$ cat config.mk
export PLATFORM = sky130hd
export DESIGN_NAME = sign_extend_unit
export DESIGN_NICKNAME = d
export VERILOG_FILES = /design/src/rtl/sign_extend_unit.sv
export SDC_FILE = /design/constraint.sdc
export NUM_CORES = 1
export LEC_CHECK = 0
export CAP_MARGIN = 5
export CORE_ASPECT_RATIO = 0.75
export CORE_MARGIN = 2
export CORE_UTILIZATION = 25
export CTS_BUF_LIST = sky130_fd_sc_hd__clkbuf_8
export CTS_CLUSTER_DIAMETER = 100
export DETAILED_ROUTE_END_ITERATION = 16
export SETUP_SLACK_MARGIN = 0.02
export SYNTH_ARGS = -nofsm -noshare
export SYNTH_HDL_FRONTEND = slang
export SYNTH_SLANG_ARGS = --single-unit
$ cat constraint.sdc
create_clock -name clk -period 3.15 [get_ports clk]
set_input_delay 0.945 -clock clk [delete_from_list [all_inputs] [get_ports clk]]
set_output_delay 0.945 -clock clk [all_outputs]
set_load 0.005 [all_outputs]
$ cat src/rtl/sign_extend_unit.sv
`default_nettype none
// ============================================================================
//  Module      : sign_extend_unit
//  Description : Immediate-extension unit for the single-cycle MIPS datapath.
//                Combinational extended result plus a registered copy with a
//                valid flag for the pipelined/trace path.
//  Revision    : 1.0 - initial release
// ============================================================================
module sign_extend_unit #(
    parameter int IN_W  = 16,
    parameter int OUT_W = 32
) (
    input  logic             clk,
    input  logic             reset_n,
    input  logic [IN_W-1:0]  a,
    input  logic [2:0]       mode,
    input  logic             in_valid,
    output logic [OUT_W-1:0] y,
    output logic             neg,
    output logic [OUT_W-1:0] y_q,
    output logic             out_valid
);

    localparam logic [2:0] c_MODE_SEXT  = 3'b000;
    localparam logic [2:0] c_MODE_ZEXT  = 3'b001;
    localparam logic [2:0] c_MODE_LUI   = 3'b010;
    localparam logic [2:0] c_MODE_BR    = 3'b011;
    localparam logic [2:0] c_MODE_SBYTE = 3'b100;
    localparam logic [2:0] c_MODE_ZBYTE = 3'b101;

    logic [OUT_W-1:0] w_sext;
    logic [OUT_W-1:0] w_zext;
    logic [OUT_W-1:0] w_lui;
    logic [OUT_W-1:0] w_br;
    logic [OUT_W-1:0] w_sbyte;
    logic [OUT_W-1:0] w_zbyte;
    logic [OUT_W-1:0] w_y;

    logic [OUT_W-1:0] r_y_q;
    logic             r_out_valid;

    assign w_sext  = {{(OUT_W-IN_W){a[IN_W-1]}}, a};
    assign w_zext  = {{(OUT_W-IN_W){1'b0}}, a};
    assign w_lui   = {a, {(OUT_W-IN_W){1'b0}}};
    assign w_br    = w_sext << 2;
    // Byte modes only ever look at a[7:0], so the upper immediate bits can
    // never leak (even as X) into the result.
    assign w_sbyte = {{(OUT_W-8){a[7]}}, a[7:0]};
    assign w_zbyte = {{(OUT_W-8){1'b0}}, a[7:0]};

    // Reserved encodings fall through to plain sign extension.
    always_comb begin
        w_y = w_sext;
        case (mode)
            c_MODE_SEXT:  w_y = w_sext;
            c_MODE_ZEXT:  w_y = w_zext;
            c_MODE_LUI:   w_y = w_lui;
            c_MODE_BR:    w_y = w_br;
            c_MODE_SBYTE: w_y = w_sbyte;
            c_MODE_ZBYTE: w_y = w_zbyte;
            default:      w_y = w_sext;
        endcase
    end

    always_ff @(posedge clk or negedge reset_n) begin
        if (!reset_n) begin
            r_y_q       <= '0;
            r_out_valid <= 1'b0;
        end else begin
            r_out_valid <= in_valid;
            if (in_valid) begin
                r_y_q <= w_y;
            end
        end
    end

    assign y         = w_y;
    assign neg       = w_y[OUT_W-1];
    assign y_q       = r_y_q;
    assign out_valid = r_out_valid;

endmodule
`default_nettype wire

==> impl_metrics.json <==
{
  "ctsLongestPathBuffers": 2,
  "cap_viol_max_count": 0,
  "ios": 88,
  "drt-initial-drc-count": 98,
  "status": "completed",
  "via_per_inst": 4.69,
  "setup_violations": 0,
  "yosysTopAreaCell": "dfrtp_1",
  "power.density_nw_per_um2": 383,
  "ys_seq_area_frac": 0.425,
  "portBuffers": 87,
  "post_drt_wl_per_cell_um": 15.4,
  "clk_latency_ns": 0.28,
  "row_count": 27,
  "ys_top_cells_by_count": "43 x nand2_1, 33 x dfrtp_1, 22 x nor2_1",
  "filler_cell_count": 747,
  "overflow": 0,
  "worstPathMaxFanout": 4,
  "cpMaxStageDelayCell": "clkdlybuf4s50_1",
  "yosysWarnings": 0,
  "p_total_uw": 1270,
  "antenna_found_initial": 0,
  "worstReg2RegStart": "y_q[15]",
  "cts_buffers": 5,
  "clkTransAtPathRegs_ns": 0.08,
  "synthTopCellsByArea": "dfrtp_1 42%, nand2_1 8.3%, mux2_2 7.0%",
  "yosys_most_used_dff": "dfrtp_1",
  "crit_buf_inv": 2,
  "htree_levels": 2,
  "rr_worst_depth": 1,
  "critPathLaunchType": "input pin",
  "fin_crit_sh": 0.987,
  "gp_congestion": 0.828,
  "rsz0062_at_grt": "false",
  "netlist.area_leader.share": 0.425,
  "cts_sinks": 33,
  "critPathKind": "input pin to primary output",
  "required_ns": 2.20,
  "post-route-util": 0.445,
  "dieWidth_um": 106,
  "synth_edf_count": 0,
  "grt_pass1_vias": 1982,
  "syn_area_sq_um": 1940,
  "root_buffer": "clkbuf_8",
  "clock_skew_ns": 0,
  "crit_arrival_ns": 2.16,
  "grt_first_pass_wirelength_mm": 10.3,
  "num_vias": 1964,
  "drt-total-wl_mm": 6.44,
  "r2r-end": "y_q[15]",
  "period_minus_slack_ns": 3.11,
  "avgSynthCellArea_sq_um": 9.62,
  "route.antenna.remaining_nets": 0,
  "holdBufCountCts": 0,
  "worstSetupEndpointType": "primary output",
  "timing.slew.headroom": 0.477,
  "synth-async-reset-ratio": 1.00,
  "fmax_mhz": 322,
  "initial_core_util": 0.261,
  "drc_errors": 0,
  "vdd_drop_max_mv": 0.236,
  "hold_viol_final": 0,
  "grt_max_degree": 34,
  "crit_path_start": "a[13]",
  "syn2layout_area_growth_pct": 70.1,
  "grt_usage": 0.156,
  "r2r_setup_slack_ns": 2.40,
  "fin_hold_ws_ns": 0.508,
  "core_region_area_sq_um": 7430,
  "yosysMostFrequentCell": "nand2_1",
  "diodes": 0,
  "dp.cells": 402,
  "die-area_sq_um": 8500,
  "dieHeight_um": 80.4,
  "firstDrtPassIters": 4,
  "layout-drive-gt1-share": 0.333,
  "slowest_delay_ns": 0.56,
  "path_depth": 4,
  "fin_nets": 339,
  "syn_nets": 224,
  "cts_tree": "yes",
  "crit_family": "buffers and inverters",
  "leakage_uw": 0.00147,
  "crit_chain": "clkdlybuf4s50_1 > a21boi_0 > a32oi_2 > dlygate4sd2_1",
  "maxSlewViolCount": 0,
  "setup_slack_ns": 0.0409,
  "worstMarginPinSlew_ns": 0.785,
  "ys_ff_latch": 33,
  "crit_path_end": "y[13]",
  "post-place-ws_ns": -0.609,
  "hp-class": "flip-flop to flip-flop",
  "hpwl_mm": 4.47,
  "synth_cell_types": 25,
  "netlist_instances": 202,
  "post_layout_nonfiller_instances": 419
}
[power by group]
| group | internal [uW] | total [uW] | switching [uW] |
|---|---|---|---|
| Combinational | 255 | 435 | 180 |
| Sequential | 474 | 501 | 27.2 |
| Clock | 153 | 329 | 177 |
[per-layer routing]
layer | global-route usage | wire [um]
met1 | 0.213 | 3150
met2 | 0.239 | 2770
met3 | 0.0487 | 464
met5 | 0 | 0
met4 | 0.0368 | 48
[area by class of cell]
type                            count  area, sq um  area share
Timing Repair Buffer              128         1150       0.349
Multi-Input combinational cell    148         1110       0.335
Sequential cell                    33          826       0.250
Tap cell                          101          126      0.0382
Clock buffer                        5         68.8      0.0208
Clock inverter                      3         17.5     0.00530
Inverter                            1         3.75     0.00114
[worst min-delay path by stage]
stage,to,startpoint,depth (start not counted)
global route,y_q[11],y_q[11],1
global placement,y_q[15],y_q[15],1
floorplan,y_q[0],y_q[0],1
CTS,y_q[11],y_q[11],1
finish,y_q[11],y_q[11],1
detailed placement,y_q[8],y_q[8],1
[cell usage in the layout, fill, tap and decap left out, types with 8 or more instances in the layout]
cell type        instances
buf_2                   19
dfrtp_1                 33
nor2_1                  22
a21boi_0                 8
nand3b_1                 8
clkdlybuf4s50_1         45
buf_4                   33
a31oi_1                 15
nand2_1                 41
nand2b_1                 8
a32oi_2                  8
mux2_2                  12
dlygate4sd2_1           17
[cell families after synthesis]
family | count (synthesis) | share of synthesized area
AO/OA/AOI/OAI | 41 | 0.198
buffers and inverters | 21 | 0.0618
flip-flops | 33 | 0.425
multiplexers | 12 | 0.0695
AND/OR/NAND/NOR | 95 | 0.245
[state kept, by name (all words and copies together), names as in the netlist]
name	count
y_q	32
out_valid	1
[metrics by stage]
stage               TNS [ns]  cell area, sq um
finish                     0              3300
global placement      -17.74              3090
floorplan                  0              1940
detailed placement    -17.83              3090
CTS                        0              3300
global route               0              3300
[repair_timing]
| item | in CTS | in global routing |
|---|---|---|
| gates cloned | 2 | 0 |
| hold endpoints to repair | 0 | 0 |
| endpoints found under the setup margin | 33 | 8 |
| buffers inserted | 8 | 0 |
| gates resized for setup | 115 | 7 |
| pin swaps | 5 | 4 |
No activity file was read; power rests on OpenSTA's default activity.
